**config.mk**
```make
export PLATFORM = sky130hd
export DESIGN_NAME = hi_iso14443a_fe
export DESIGN_NICKNAME = d
export VERILOG_FILES = /design/src/rtl/hi_iso14443a_fe.sv
export SDC_FILE = /design/constraint.sdc
export NUM_CORES = 1
export LEC_CHECK = 0
export CAP_MARGIN = 0
export CORE_MARGIN = 8
export CORE_UTILIZATION = 58
export CTS_BUF_LIST = sky130_fd_sc_hd__clkbuf_8
export DETAILED_ROUTE_END_ITERATION = 7
export GPL_TIMING_DRIVEN = 0
export PLACE_DENSITY = 0.82
export SLEW_MARGIN = 20
export SYNTH_ARGS = -nofsm -noshare
export SYNTH_HDL_FRONTEND = slang
export SYNTH_SLANG_ARGS = --single-unit
```
**constraint.sdc**
```tcl
create_clock -name ck_1356meg -period 5.8 [get_ports ck_1356meg]
set_clock_uncertainty 0.15 [all_clocks]
set_input_delay 1.16 -clock ck_1356meg [delete_from_list [all_inputs] [get_ports ck_1356meg]]
set_output_delay 1.16 -clock ck_1356meg [all_outputs]
set_load 0.03 [all_outputs]
```
**src/rtl/hi_iso14443a_fe.sv**
```systemverilog
// ISO14443A HF front-end: carrier/load-modulation drive and ADC pause/subcarrier demodulation over SSP.
// Optional HI14A_DEBUG_EN routes ssp_din to dbg (otherwise dbg mirrors ssp_frame).
module hi_iso14443a_fe #(
  parameter logic [7:0]  PAUSE_THRESH = 8'd16,
  parameter int unsigned PAUSE_LEN    = 4,
  parameter logic [7:0]  SUBC_THRESH  = 8'd40
) (
  input  logic       ck_1356meg,
  input  logic       rst_n,
  input  logic       ck_1356megb,
  input  logic       pck0,
  input  logic       cross_hi,
  input  logic       cross_lo,
  input  logic [7:0] adc_d,
  input  logic [2:0] mod_type,
  input  logic       ssp_dout,
  output logic       adc_clk,
  output logic       ssp_clk,
  output logic       ssp_frame,
  output logic       ssp_din,
  output logic       pwr_lo,
  output logic       pwr_hi,
  output logic       pwr_oe1,
  output logic       pwr_oe2,
  output logic       pwr_oe3,
  output logic       pwr_oe4,
  output logic       dbg
);

  localparam int unsigned      RUN_W   = $clog2(PAUSE_LEN + 1);
  localparam logic [RUN_W-1:0] RUN_MAX = RUN_W'(PAUSE_LEN);

  typedef enum logic [2:0] {
    SNIFFER       = 3'd0,
    TAGSIM_LISTEN = 3'd1,
    TAGSIM_MOD    = 3'd2,
    READER_LISTEN = 3'd3,
    READER_MOD    = 3'd4,
    TAGSIM_MOD2   = 3'd5
  } mode_e;

  mode_e            mode_q, mode_d;
  logic [3:0]       clk_cnt_q, clk_cnt_d;
  logic [2:0]       bit_cnt_q, bit_cnt_d;
  logic             frame_q, frame_d;
  logic             din_q, din_d;
  logic             mod_bit_q, mod_bit_d;
  logic [RUN_W-1:0] run_q, run_d, run_nx;
  logic             pause_q, pause_d, pause_nx;
  logic [7:0]       max_q, max_d, max_nx;
  logic [7:0]       min_q, min_d, min_nx;
  logic             period_end, result, subc;
  logic             unused_in;

  assign unused_in = ^{pck0, cross_hi, cross_lo};

  always_comb begin
    mode_d = SNIFFER;
    case (mod_type)
      3'd1:    mode_d = TAGSIM_LISTEN;
      3'd2:    mode_d = TAGSIM_MOD;
      3'd3:    mode_d = READER_LISTEN;
      3'd4:    mode_d = READER_MOD;
      3'd5:    mode_d = TAGSIM_MOD2;
      default: mode_d = SNIFFER;
    endcase
  end

  // Detector "next" values fold in the current sample so the clock at
  // clk_cnt==15 still contributes to the result latched at the period end.
  always_comb begin
    run_nx = '0;
    if (adc_d < PAUSE_THRESH)
      run_nx = (run_q == RUN_MAX) ? RUN_MAX : run_q + 1'b1;
    pause_nx = pause_q | (run_nx == RUN_MAX);
    max_nx   = (adc_d > max_q) ? adc_d : max_q;
    min_nx   = (adc_d < min_q) ? adc_d : min_q;

    case (mode_q)
      SNIFFER, TAGSIM_LISTEN: result = pause_nx;
      READER_LISTEN:          result = (max_nx - min_nx) > SUBC_THRESH;
      default:                result = 1'b0;
    endcase

    period_end = (clk_cnt_q == 4'd15);
    clk_cnt_d  = clk_cnt_q + 4'd1;
    bit_cnt_d  = period_end ? bit_cnt_q + 3'd1 : bit_cnt_q;
    frame_d    = (bit_cnt_d == 3'd0);
    mod_bit_d  = (clk_cnt_q == 4'd7) ? ssp_dout : mod_bit_q;

    if (period_end) begin
      din_d   = result;
      run_d   = '0;
      pause_d = 1'b0;
      max_d   = '0;
      min_d   = '1;
    end else begin
      din_d   = din_q;
      run_d   = run_nx;
      pause_d = pause_nx;
      max_d   = max_nx;
      min_d   = min_nx;
    end
  end

  always_ff @(posedge ck_1356meg or negedge rst_n) begin
    if (!rst_n) begin
      mode_q    <= SNIFFER;
      clk_cnt_q <= '0;
      bit_cnt_q <= '0;
      frame_q   <= 1'b0;
      din_q     <= 1'b0;
      mod_bit_q <= 1'b0;
      run_q     <= '0;
      pause_q   <= 1'b0;
      max_q     <= '0;
      min_q     <= '1;
    end else begin
      mode_q    <= mode_d;
      clk_cnt_q <= clk_cnt_d;
      bit_cnt_q <= bit_cnt_d;
      frame_q   <= frame_d;
      din_q     <= din_d;
      mod_bit_q <= mod_bit_d;
      run_q     <= run_d;
      pause_q   <= pause_d;
      max_q     <= max_d;
      min_q     <= min_d;
    end
  end

  assign subc = clk_cnt_q[1];

  always_comb begin
    pwr_oe4 = 1'b0;
    pwr_hi  = 1'b0;
    case (mode_q)
      TAGSIM_MOD:    pwr_oe4 = mod_bit_q & subc;
      TAGSIM_MOD2:   pwr_oe4 = subc & (mod_bit_q ? ~clk_cnt_q[3] : clk_cnt_q[3]);
      READER_MOD:    pwr_hi  = ck_1356megb & ~mod_bit_q;
      READER_LISTEN: pwr_hi  = ck_1356megb;
      default:       ;
    endcase
  end

  assign adc_clk   = ck_1356meg;
  assign ssp_clk   = clk_cnt_q[3];
  assign ssp_frame = frame_q;
  assign ssp_din   = din_q;
  assign pwr_lo    = 1'b0;
  assign pwr_oe1   = 1'b0;
  assign pwr_oe2   = 1'b0;
  assign pwr_oe3   = 1'b0;

`ifdef HI14A_DEBUG_EN
  assign dbg = din_q;
`else
  assign dbg = frame_q;
`endif

endmodule

```
Word level (Yosys, flattened, before mapping)
Cells that the tools add are included.
{"block": "totals", "register_bits": 33, "inputBits": 18}
{"block": "classes", "addsub": 4, "order_cmp": 4, "eq_ne": 14, "mux": 14, "bitwise": 6, "reduce_logical": 3}
{"op": "2-to-1 mux 8 bit", "n": 4}
{"op": "== test 3 bit, second input constant", "n": 6}
{"op": "case mux 3 bit (5 select lines)", "n": 1}
{"op": "== test 3 x 2 -> 1 bit, second input constant", "n": 4}
{"op": "2-to-1 mux 3 bit", "n": 4}
{"op": "greater-than comparator 8 x 6 -> 1 bit, second input constant", "n": 1}
{"op": "greater-than comparator 8 bit", "n": 1}
{"op": "less-than comparator 8 x 5 -> 1 bit, second input constant", "n": 1}
{"op": "less-than comparator 8 bit", "n": 1}
{"op": "subtractor 8 bit", "n": 1}
{"op": "adder 3 x 1 -> 3 bit, second input constant", "n": 2}
{"op": "== test 3 x 1 -> 1 bit, second input constant", "n": 2}
{"op": "logical NOT 3 bit", "n": 2}
{"op": "case mux 1 bit (2 select lines)", "n": 3}
{"op": "adder 4 x 1 -> 4 bit, second input constant", "n": 1}
{"op": "== test 4 x 3 -> 1 bit, second input constant", "n": 1}
{"op": "== test 4 bit, second input constant", "n": 1}
{"op": "AND 1 bit", "n": 3}
{"op": "2-to-1 mux 1 bit", "n": 2}
{"op": "NOT 1 bit", "n": 2}
{"op": "OR reduction 2 bit", "n": 1}
{"op": "bitwise OR 1 bit", "n": 1}

Logic depth before layout (Yosys ltp)
Gate-level depths: netlist of the first run.
{"block": "logic_depth", "depth_word": 6, "ltp_mapped": 17, "mapped_depth_nobuf": 17}

==> results of run 1 <==
[path summary, 6_finish.rpt]
path / start / end / cells past startpoint
setup / recovery: adc_d[2] / ssp_din / 16
hold / removal: clk_cnt_q[0] / clk_cnt_q[0] / 1
setup reg to reg: min_q[2] / ssp_din / 16
hold reg to reg: clk_cnt_q[0] / clk_cnt_q[0] / 1
max in group asynchronous: rst_n / min_q[4] / 2
min in group asynchronous: rst_n / clk_cnt_q[0] / 1
[logic make-up after synthesis]
group	share of synthesized area, %
AOI/OAI and AO/OA	19.55
xor gates and xnor gates	3.268
adders and majority gates	13.28
buffers and inverters	6.120
DFF	34.65
muxes	3.060
other	0.1555
and+or+nand+nor	19.92
[registers in the layout (all words and copies together), names as in the netlist, 3 cells and up]
signal     flops
bit_cnt_q      3
clk_cnt_q      4
max_q          8
min_q          8
mode_q         3
run_q          3
[cell type report]
| cell class | count | area [um^2] | area share [%] |
|---|---|---|---|
| inverters | 23 | 86.33 | 2.997 |
| clock buffers | 10 | 133.9 | 4.648 |
| flip-flops and latches | 33 | 835.8 | 29.02 |
| clock inverters | 2 | 37.54 | 1.303 |
| well taps | 50 | 62.56 | 2.172 |
| repair buffers | 21 | 222.7 | 7.732 |
| plain buffers | 9 | 57.56 | 1.998 |
| multi-input cells | 206 | 1444 | 50.13 |
[cell usage after synthesis, types with 4 or more instances]
cell / instances
sky130_fd_sc_hd__nand2_1: 30
sky130_fd_sc_hd__dfrtp_1: 25
sky130_fd_sc_hd__ha_1: 24
sky130_fd_sc_hd__inv_1: 23
sky130_fd_sc_hd__nor2_1: 21
sky130_fd_sc_hd__a21oi_1: 19
sky130_fd_sc_hd__o21ai_0: 11
sky130_fd_sc_hd__dfstp_2: 8
sky130_fd_sc_hd__nor3_1: 8
sky130_fd_sc_hd__xnor2_1: 7
sky130_fd_sc_hd__buf_4: 6
sky130_fd_sc_hd__nand3_1: 6
sky130_fd_sc_hd__and2_1: 5
sky130_fd_sc_hd__nor2b_1: 5
sky130_fd_sc_hd__mux2i_1: 4
sky130_fd_sc_hd__nand2b_1: 4
sky130_fd_sc_hd__nor4_1: 4
sky130_fd_sc_hd__o21a_1: 4
[through the flow]
stage / hold slack (ns) / std cells / power, mW
global placement: 0.2887 / 343 / 0.5191
floorplan: 0.2724 / 272 / 0.4530
finish: 0.3071 / 354 / 0.8123
detailed placement: 0.3022 / 344 / 0.5265
global route: 0.3405 / 354 / 0.8598
CTS: 0.3133 / 355 / 0.8155
[critical path, cell delays in order]
cell and delay [ns]:
sky130_fd_sc_hd__clkdlybuf4s50_1 0.64, sky130_fd_sc_hd__ha_1 0.29, sky130_fd_sc_hd__o21a_1 0.17, sky130_fd_sc_hd__nor2_1 0.17
sky130_fd_sc_hd__o41a_4 0.22, sky130_fd_sc_hd__buf_2 0.35, sky130_fd_sc_hd__nor2_1 0.07, sky130_fd_sc_hd__a21oi_1 0.30
sky130_fd_sc_hd__ha_1 0.30, sky130_fd_sc_hd__a21oi_1 0.25, sky130_fd_sc_hd__o21ai_0 0.14, sky130_fd_sc_hd__a31o_2 0.29
sky130_fd_sc_hd__o311a_1 0.40, sky130_fd_sc_hd__nor4_1 0.27, sky130_fd_sc_hd__nor3_1 0.09, sky130_fd_sc_hd__o41a_1 0.43
[where the power goes]
part | switching (mW) | internal (mW) | leakage (nW) | total (mW)
Sequential | 0.00660 | 0.244 | 0.400 | 0.250
Combinational | 0.136 | 0.105 | 0.837 | 0.241
Clock | 0.118 | 0.203 | 0.0877 | 0.321
[layer usage]
| layer | GRT usage, % | wire length (um) | vias up |
|---|---|---|---|
| met5 | 0 | 0 | - |
| met3 | 7.031 | 369 | 14 |
| met1 | 21.55 | 2363 | 984 |
| li1 | - | - | 1021 |
| met2 | 29.99 | 2572 | 73 |
| met4 | 11.45 | 153 | 0 |
==> metrics.log, run 1 <==
[metrics] post-cts hold buffer count: 0
[metrics] CP Class: primary input to flop
[metrics] Finish-stage setup viols: 0
[metrics] Post-Synthesis Cell Area: approximately 2400 um^2
[metrics] post-CTS setup buffer count: 0
[metrics] vias in the first global route: roughly 2100
[metrics] maximum number of pins on one net before global-route repair: 22
[metrics] CP arrival: between 5 and 6 ns
[metrics] setup repair after global routing missed its margin: false
[metrics] clock tree from TritonCTS: yes
[metrics] commonest non-fill, non-tap cell in the layout: sky130_fd_sc_hd__nand2_1
[metrics] number of synthesized register bits: 33
[metrics] remaining global-route overflow: 0
[metrics] final-layout setup total negative slack: 0 ns
[metrics] layout cells sized above 1: 12.83%
[metrics] post-layout min period: around 5.4 ns
[metrics] detailed placer's ending HPWL: 4105 um
[metrics] number of top-level pins: 29
[metrics] prevailing post-synth register cell: sky130_fd_sc_hd__dfrtp_1
[metrics] post-synthesis cell count: between 200 and 300
[metrics] post-synth top area share: approximately 26%
[metrics] minimum setup slack in the final design: just over 0.4 ns
[metrics] power per cell area: between 200 and 300 nW/um^2
[metrics] worst endpoint required time: ~5.9 ns
[metrics] via count: 2092
[metrics] width of the chip: just over 80 um
[metrics] overall die height: about 80 um
[metrics] initial antenna violation count: 0
[metrics] Warnings, synthesis: 0
[metrics] crit path capture type: flop
[metrics] number of vias per cell: 5.910
[metrics] Final Max Tran Viols: 0
[metrics] max_cap viols: 0
[metrics] sequential element share of the synthesized area: about a third
[metrics] Routed Antenna Nets: 0
[metrics] number of synthesized flops with an enable pin: 0
[metrics] clock latency reported for the late side of the worst-skew pair: 0.40 ns
[metrics] fraction of the core area covered by cells at the end of the flow: between 70% and 80%
[metrics] area enclosed by the die boundary: about 6500 um^2
[metrics] CP Launch Type: primary input
[metrics] static leakage: between 1 and 1.5 nW
[metrics] detailed-route wire length: roughly 5500 um
[metrics] Final nets: roughly 350
[metrics] # diodes: 0
[metrics] Row Count: 23
[metrics] most area-hungry cell type in the Yosys netlist: sky130_fd_sc_hd__dfrtp_1
[metrics] register clock-pin slew on the reported worst setup and hold paths: around 0.07 ns
[metrics] syn_area_per_cell: 8.968 um^2
[metrics] number of hold-slack violations in the final timing report: 0
[metrics] number of resized instances in the post-cts repair step: 0
[metrics] DP Area: 2719 um^2
[metrics] area grow syn2layout: 19.40%
[metrics] final weighted congestion in routability-driven placement: about 0.9
[metrics] global-route usage over all layers: 19.09%
[metrics] final design area excluding fillers: slightly below 3000 um^2
[metrics] Setup WS pre-CTS: -0.2693 ns
[metrics] number of library cell types mapped by synthesis: 56
[metrics] top achievable clock speed: ~190 MHz
[metrics] worst vdd rail ir drop: about 0.00022 V
[metrics] run status: complete, no violations
[metrics] share of synthesized registers carrying an async set or reset: 100.0%
[metrics] first-iteration detailed-routing DRC count: between 100 and 150
[metrics] measured slew at the worst slew-check pin: 0.5149 ns
[metrics] Initial Util: about 60%
[metrics] dominant cells by area after synthesis: sky130_fd_sc_hd__dfrtp_1 (26%), sky130_fd_sc_hd__ha_1 (12%), sky130_fd_sc_hd__dfstp_2 (8.7%)
[metrics] flop2flop setup slack: about 1.2 ns
[metrics] core footprint: 4000 um^2
[metrics] fill cell total of the finished layout: 305
[metrics] number of DRC violations after detailed routing: 0
[metrics] number of buffers inserted by port buffering: 21
[metrics] first drt pass iteration count: 5
[metrics] most frequent cells in the layout: sky130_fd_sc_hd__nand2_1 (30), sky130_fd_sc_hd__dfrtp_1 (25), sky130_fd_sc_hd__ha_1 (24)
[metrics] first-pass GRT wire length: approximately 9500 um
[metrics] Slew Limit Headroom: between 60% and 70%
[metrics] routed len/inst: between 15 and 20 um
[metrics] maximum fanout count along the critical path: 19
[metrics] final period utilization: between 90% and 100%
[metrics] Tightest Hold Check Type: flop to flop
Power figures use the tool's default switching activity.
==> run 2, diff against run 1 <==
--- a/config.mk
+++ b/config.mk
@@ -5,12 +5,13 @@
 export SDC_FILE = /design/constraint.sdc
 export NUM_CORES = 1
 export LEC_CHECK = 0
+export ABC_CLOCK_PERIOD_IN_PS = 5800
 export CAP_MARGIN = 0
 export CORE_MARGIN = 8
 export CORE_UTILIZATION = 58
 export CTS_BUF_LIST = sky130_fd_sc_hd__clkbuf_8
 export DETAILED_ROUTE_END_ITERATION = 7
-export GPL_TIMING_DRIVEN = 0
+export GPL_TIMING_DRIVEN = 1
 export PLACE_DENSITY = 0.82
 export SLEW_MARGIN = 20
 export SYNTH_ARGS = -nofsm -noshare
==> metrics.log, run 2 (same netlist as run 1, synthesis figures left out) <==
[metrics] final-layout setup total negative slack: 0 ns (unchanged)
[metrics] overall die height: 80.49 um (unchanged)
[metrics] capturing point of the worst reg2reg path: ssp_din
[metrics] clock latency reported for the late side of the worst-skew pair: 0.40 ns (about the same)
[metrics] width of the chip: 80.49 um (unchanged)
[metrics] total design power: 785.8 uW (-3.3%)
[metrics] area grow syn2layout: 17.27%
[metrics] Worst R2R Start: max_q[7]
[metrics] startpoint of the most critical setup path: adc_d[6]
[metrics] initial antenna violation count: 0 (unchanged)
[metrics] worst vdd rail ir drop: 0.0002107 V (-4.2%)
[metrics] met3 wire len: 280 um (-24%)
[metrics] core footprint: 4000 um^2 (unchanged)
[metrics] final period utilization: 91.83% (-1.2 points)
[metrics] post-cts hold buffer count: 0 (unchanged)
[metrics] global-route usage over all layers: 17.92% (-1.2 points)
[metrics] highest routed metal layer: met4
[metrics] Finish-stage setup viols: 0 (unchanged)
[metrics] maximum fanout count along the critical path: 5 (-14)
[metrics] first-iteration detailed-routing DRC count: 178 (+32%)
[metrics] worst endpoint required time: 5.94 ns (+0.02 ns)
[metrics] power per cell area: 277.8 nW/um^2 (-1.5%)
[metrics] fraction of the core area covered by cells at the end of the flow: 70.72% (-1.3 points)
[metrics] first drt pass iteration count: 5 (unchanged)
[metrics] count of placed standard cells including taps: 339 (-1.5%)
[metrics] run status: complete, no violations
[metrics] hold slack final: 0.3059 ns (-0.001134 ns)
[metrics] number of top-level pins: 29 (unchanged)
[metrics] area enclosed by the die boundary: 6479 um^2 (unchanged)
[metrics] Metal-1 WL: 2437 um (+3.1%)
[metrics] DP Area: 2680 um^2 (-1.4%)
[metrics] met2 WL post-DR: 2545 um (-1.0%)
[metrics] flop2flop setup slack: 1.36 ns (+0.19 ns)
[metrics] # diodes: 0 (unchanged)
[metrics] measured slew at the worst slew-check pin: 0.7243 ns (+0.2095 ns)
[metrics] Initial Util: 60.31% (unchanged)
[metrics] biggest registers after layout: max_q: 8 flops, min_q: 8 flops, clk_cnt_q: 4 flops
[metrics] detailed-route wire length: 5381 um (-1.4%)
[metrics] detailed placer's ending HPWL: 3806 um (-7.3%)
[metrics] CP arrival: 5.46 ns (-0.06 ns)
[metrics] post-layout min period: 5.326 ns (-0.06926 ns)
[metrics] CP Class: primary input to flop
[metrics] final design area excluding fillers: 2829 um^2 (-1.8%)
[metrics] Routed Antenna Nets: 0 (unchanged)
[metrics] maximum number of pins on one net before global-route repair: 34 (+55%)
[metrics] FF-to-FF path depth: 15 (-1)
[metrics] Worst Hold Path Cells: 1 (unchanged)
[metrics] register clock-pin slew on the reported worst setup and hold paths: 0.07 ns (about the same)
[metrics] number of DRC violations after detailed routing: 0 (unchanged)
[metrics] Slew Limit Headroom: 51.58% (-14 points)
[metrics] setup repair after global routing missed its margin: false
[metrics] layout cells sized above 1: 11.33% (-1.5 points)
[metrics] number of buffers inserted by port buffering: 21 (unchanged)
[metrics] Setup WS pre-CTS: 0.2205 ns (+0.4898 ns)
[metrics] vias in the first global route: 1920 (-7.5%)
[metrics] via count: 2025 (-3.2%)
[metrics] number of hold-slack violations in the final timing report: 0 (unchanged)
[metrics] remaining global-route overflow: 0 (unchanged)
[metrics] Tightest Hold Check Type: flop to flop
[metrics] crit path capture type: flop
[metrics] Post-Layout Cell Count: 350 (-1.1%)
[metrics] Final Max Tran Viols: 0 (unchanged)
[metrics] worst hold endpoint: clk_cnt_q[0]
[metrics] number of resized instances in the post-cts repair step: 0 (unchanged)
[metrics] final weighted congestion in routability-driven placement: 0.8851 (-1.5%)
[metrics] clock tree from TritonCTS: yes
[metrics] most frequent cells in the layout: sky130_fd_sc_hd__nand2_1 (30), sky130_fd_sc_hd__dfrtp_1 (25), sky130_fd_sc_hd__inv_1 (24), sky130_fd_sc_hd__ha_1 (24)
[metrics] minimum setup slack in the final design: 0.4740 ns (+0.06926 ns)
[metrics] CP Launch Type: primary input
[metrics] first-pass GRT wire length: 9011 um (-5.6%)
[metrics] Hold Path Origin: clk_cnt_q[0]
[metrics] top achievable clock speed: 187.8 MHz (+1.3%)
[metrics] routed len/inst: 15.37 um (-0.28%)
[metrics] max_cap viols: 0 (unchanged)
[metrics] commonest non-fill, non-tap cell in the layout: sky130_fd_sc_hd__nand2_1
[metrics] Final nets: 342 (-1.2%)
[metrics] Row Count: 23 (unchanged)
[metrics] static leakage: 1.303 nW (-1.6%)
[metrics] number of vias per cell: 5.786 (-2.1%)
[metrics] post-CTS setup buffer count: 0 (unchanged)
## run 2: changes by cell type in the layout (fill, tap and decap cells not counted), sizes merged
cell,previous run,this run
buf,9,6
clkbuf,11,8
clkdlybuf4s50,20,21
clkinv,0,1
clkinvlp,1,0
inv,23,24
## run 2: worst max path at each step
stage	to	depth (start not counted)	slack (ns)
floorplan	ssp_din	15	0.82
global placement	ssp_din	15	0.26
detailed placement	ssp_din	15	0.22
CTS	ssp_din	15	0.56
global route	ssp_din	15	0.19
finish	ssp_din	15	0.47
## run 2: layout make-up
class	instances	area [um^2]
multi-input cells	206	1440
fillers	292	1171
flip-flops and latches	33	835.8
repair buffers	26	245.2
clock buffers	9	120.1
inverters	23	86.33
well taps	50	62.56
clock inverters	3	38.79
## run 2: metal layers
metal	track usage (%)	up-vias
met5	0	-
met4	10.00	0
met3	4.353	10
met2	27.75	61
met1	22.23	944
li1	-	1010
## run 2: worst max-delay path, cell delays in order
cell and delay (ns):
sky130_fd_sc_hd__clkdlybuf4s50_1 0.52, sky130_fd_sc_hd__ha_1 0.36, sky130_fd_sc_hd__nand4_1 0.21, sky130_fd_sc_hd__nor2_1 0.29, sky130_fd_sc_hd__a211o_1 0.21, sky130_fd_sc_hd__nand2_1 0.11, sky130_fd_sc_hd__o21ai_0 0.36, sky130_fd_sc_hd__ha_1 0.30
sky130_fd_sc_hd__a21oi_1 0.27, sky130_fd_sc_hd__o21ai_0 0.13, sky130_fd_sc_hd__a31o_2 0.28, sky130_fd_sc_hd__o311a_1 0.41, sky130_fd_sc_hd__nor4_1 0.33, sky130_fd_sc_hd__nor3_1 0.09, sky130_fd_sc_hd__o41a_1 0.43
## run 2: power breakdown
part           internal [mW]  switching [mW]  leakage [nW]
combinational          0.105           0.133         0.819
sequential             0.244         0.00706         0.400
clock                  0.181           0.115        0.0848
total                  0.530           0.255          1.30
==> run 3, diff against run 2 <==
--- a/config.mk
+++ b/config.mk
@@ -12,7 +12,7 @@
 export CTS_BUF_LIST = sky130_fd_sc_hd__clkbuf_8
 export DETAILED_ROUTE_END_ITERATION = 7
 export GPL_TIMING_DRIVEN = 1
-export PLACE_DENSITY = 0.82
+export PLACE_DENSITY = 0.83
 export SLEW_MARGIN = 20
 export SYNTH_ARGS = -nofsm -noshare
 export SYNTH_HDL_FRONTEND = slang
==> metrics.log, run 3 (same netlist as run 1, synthesis figures left out) <==
[metrics] cell type of the slowest stage on the worst timing path: sky130_fd_sc_hd__clkdlybuf4s50_1
[metrics] Worst R2R Start: max_q[7]
[metrics] clock tree from TritonCTS: yes
[metrics] hold slack final: 0.3034 ns (-0.002561 ns)
[metrics] global-route met1 utilization: 22.48% (+0.25 points)
[metrics] post-layout min period: 5.258 ns (-0.06759 ns)
[metrics] final period utilization: 90.66% (-1.2 points)
[metrics] CP Class: primary input to flop
[metrics] met2 capacity usage during global routing: 28.23% (+0.48 points)
[metrics] layout cells sized above 1: 11.96% (+0.63 points)
[metrics] number of resized instances in the post-cts repair step: 0 (unchanged)
[metrics] Worst Path Buf+Inv: 1 (unchanged)
[metrics] post-cts hold buffer count: 0 (unchanged)
[metrics] via count: 2051 (+1.3%)
[metrics] measured slew at the worst slew-check pin: 0.7437 ns (+0.01941 ns)
[metrics] final design area excluding fillers: 2844 um^2 (+0.53%)
[metrics] final-layout setup total negative slack: 0 ns (unchanged)
[metrics] first-iteration detailed-routing DRC count: 172 (-3.4%)
[metrics] commonest non-fill, non-tap cell in the layout: sky130_fd_sc_hd__nand2_1
[metrics] top achievable clock speed: 190.2 MHz (+1.3%)
[metrics] crit path capture type: flop
[metrics] capturing point of the worst reg2reg path: ssp_din
[metrics] width of the chip: 80.49 um (unchanged)
[metrics] # diodes: 0 (unchanged)
[metrics] run status: complete, no violations
[metrics] maximum number of pins on one net before global-route repair: 34 (unchanged)
[metrics] static leakage: 1.303 nW (about the same)
[metrics] vias in the first global route: 2059 (+7.2%)
[metrics] post-CTS setup buffer count: 0 (unchanged)
[metrics] max_cap viols: 0 (unchanged)
[metrics] number of logic stages on the critical path including buffering: 15 (unchanged)
[metrics] Setup WS pre-CTS: 0.1838 ns (-0.03667 ns)
[metrics] final weighted congestion in routability-driven placement: 0.8837 (-0.16%)
[metrics] number of top-level pins: 29 (unchanged)
[metrics] first-pass GRT wire length: 9225 um (+2.4%)
[metrics] power per cell area: 278.1 nW/um^2 (+0.10%)
[metrics] flop2flop setup slack: 1.41 ns (+0.05 ns)
[metrics] maximum fanout count along the critical path: 5 (unchanged)
[metrics] CP Launch Type: primary input
[metrics] startpoint of the most critical setup path: adc_d[6]
[metrics] number of buffers inserted by port buffering: 21 (unchanged)
[metrics] core footprint: 4000 um^2 (unchanged)
[metrics] kind of cell adding the most delay to the critical path: compound AO/OA/AOI/OAI gates
[metrics] largest stage delay on the critical path: 0.50 ns (-0.02 ns)
[metrics] Slew Limit Headroom: 50.28% (-1.3 points)
[metrics] busiest layer in global routing: met2
[metrics] met3 layer usage reported by global route: 5.804% (+1.5 points)
[metrics] detailed-route wire length: 5241 um (-2.6%)
[metrics] setup repair after global routing missed its margin: false
[metrics] register clock-pin slew on the reported worst setup and hold paths: 0.07 ns (about the same)
[metrics] CP arrival: 5.39 ns (-0.07 ns)
[metrics] biggest registers after layout: max_q: 8 flops, min_q: 8 flops, clk_cnt_q: 4 flops
[metrics] FF-to-FF path depth: 15 (unchanged)
[metrics] global-route usage over all layers: 18.30% (+0.38 points)
[metrics] worst endpoint required time: 5.93 ns (about the same)
[metrics] number of vias per cell: 5.843 (+1.0%)
[metrics] minimum setup slack in the final design: 0.5416 ns (+0.06759 ns)
[metrics] Initial Util: 60.31% (unchanged)
[metrics] area enclosed by the die boundary: 6479 um^2 (unchanged)
[metrics] detailed placer's ending HPWL: 3851 um (+1.2%)
[metrics] most frequent cells in the layout: sky130_fd_sc_hd__nand2_1 (30), sky130_fd_sc_hd__dfrtp_1 (25), sky130_fd_sc_hd__ha_1 (24)
[metrics] area grow syn2layout: 17.89%
[metrics] Row Count: 23 (unchanged)
[metrics] fraction of the core area covered by cells at the end of the flow: 71.10% (+0.38 points)
[metrics] Finish-stage setup viols: 0 (unchanged)
[metrics] fill cell total of the finished layout: 304 (+4.1%)
[metrics] Final nets: 343 (+0.29%)
[metrics] Final Max Tran Viols: 0 (unchanged)
[metrics] Tightest Hold Check Type: flop to flop
[metrics] routed len/inst: 14.93 um (-2.9%)
[metrics] clock latency reported for the late side of the worst-skew pair: 0.40 ns (about the same)
[metrics] DP Area: 2688 um^2 (+0.28%)
[metrics] last element of the critical path: ssp_din
[metrics] cells along the critical path: clkdlybuf4s50_1, ha_1, nand4_1, nor2_1, a211o_1, nand2_1, o21ai_0, ha_1, a21oi_1, o21ai_0, a31o_2, o311a_1, nor4_1, nor3_1, o41a_1
[metrics] Routed Antenna Nets: 0 (unchanged)
[metrics] initial antenna violation count: 0 (unchanged)
[metrics] worst vdd rail ir drop: 0.0002527 V (+20%)
[metrics] number of DRC violations after detailed routing: 0 (unchanged)
[metrics] remaining global-route overflow: 0 (unchanged)
[metrics] overall die height: 80.49 um (unchanged)
[metrics] number of hold-slack violations in the final timing report: 0 (unchanged)
[metrics] first drt pass iteration count: 4 (-1)
-- run 3: per-layer routing --
metal,up-vias,wire [um]
met5,-,0
met4,0,83
met3,9,358
met2,68,2471
met1,965,2328
li1,1009,-
-- run 3: cell type report --
class	instances	area, um^2	area share (%)
well taps	50	62.56	2.200
inverters	23	86.33	3.036
repair buffers	27	252.7	8.887
flip-flops and latches	33	835.8	29.39
multi-input cells	206	1440	50.64
clock inverters	3	46.29	1.628
clock buffers	9	120.1	4.223
-- run 3: worst reg2reg max path, delay by kind of cell, from the launching register on --
family,cells,cell delay [ns]
simple gates,5,1.01
fa+ha+maj,2,0.61
flops,1,0.38
compound gates,7,2.06
buf+inv,1,0.05
-- run 3: worst min path at each step --
stage	endpoint	slack, ns	startpoint	depth (start not counted)
final	clk_cnt_q[0]	0.30	clk_cnt_q[0]	1
after detailed placement	clk_cnt_q[0]	0.30	clk_cnt_q[0]	1
after floorplan	clk_cnt_q[0]	0.27	clk_cnt_q[0]	1
after CTS	clk_cnt_q[0]	0.31	clk_cnt_q[0]	1
after global placement	clk_cnt_q[0]	0.29	clk_cnt_q[0]	1
after global routing	clk_cnt_q[0]	0.33	clk_cnt_q[0]	1
-- run 3: through the flow --
step / std cells / total power, mW
5_1_grt: 351 / 0.8437
6_report: 351 / 0.7908
4_1_cts: 351 / 0.7977
3_5_place_dp: 340 / 0.5172
3_3_place_gp: 340 / 0.5122
2_1_floorplan: 272 / 0.4530
-- run 3: where the power goes --
group	switching (mW)	internal, mW
registers	0.00659	0.244
logic	0.132	0.106
clock network	0.118	0.184
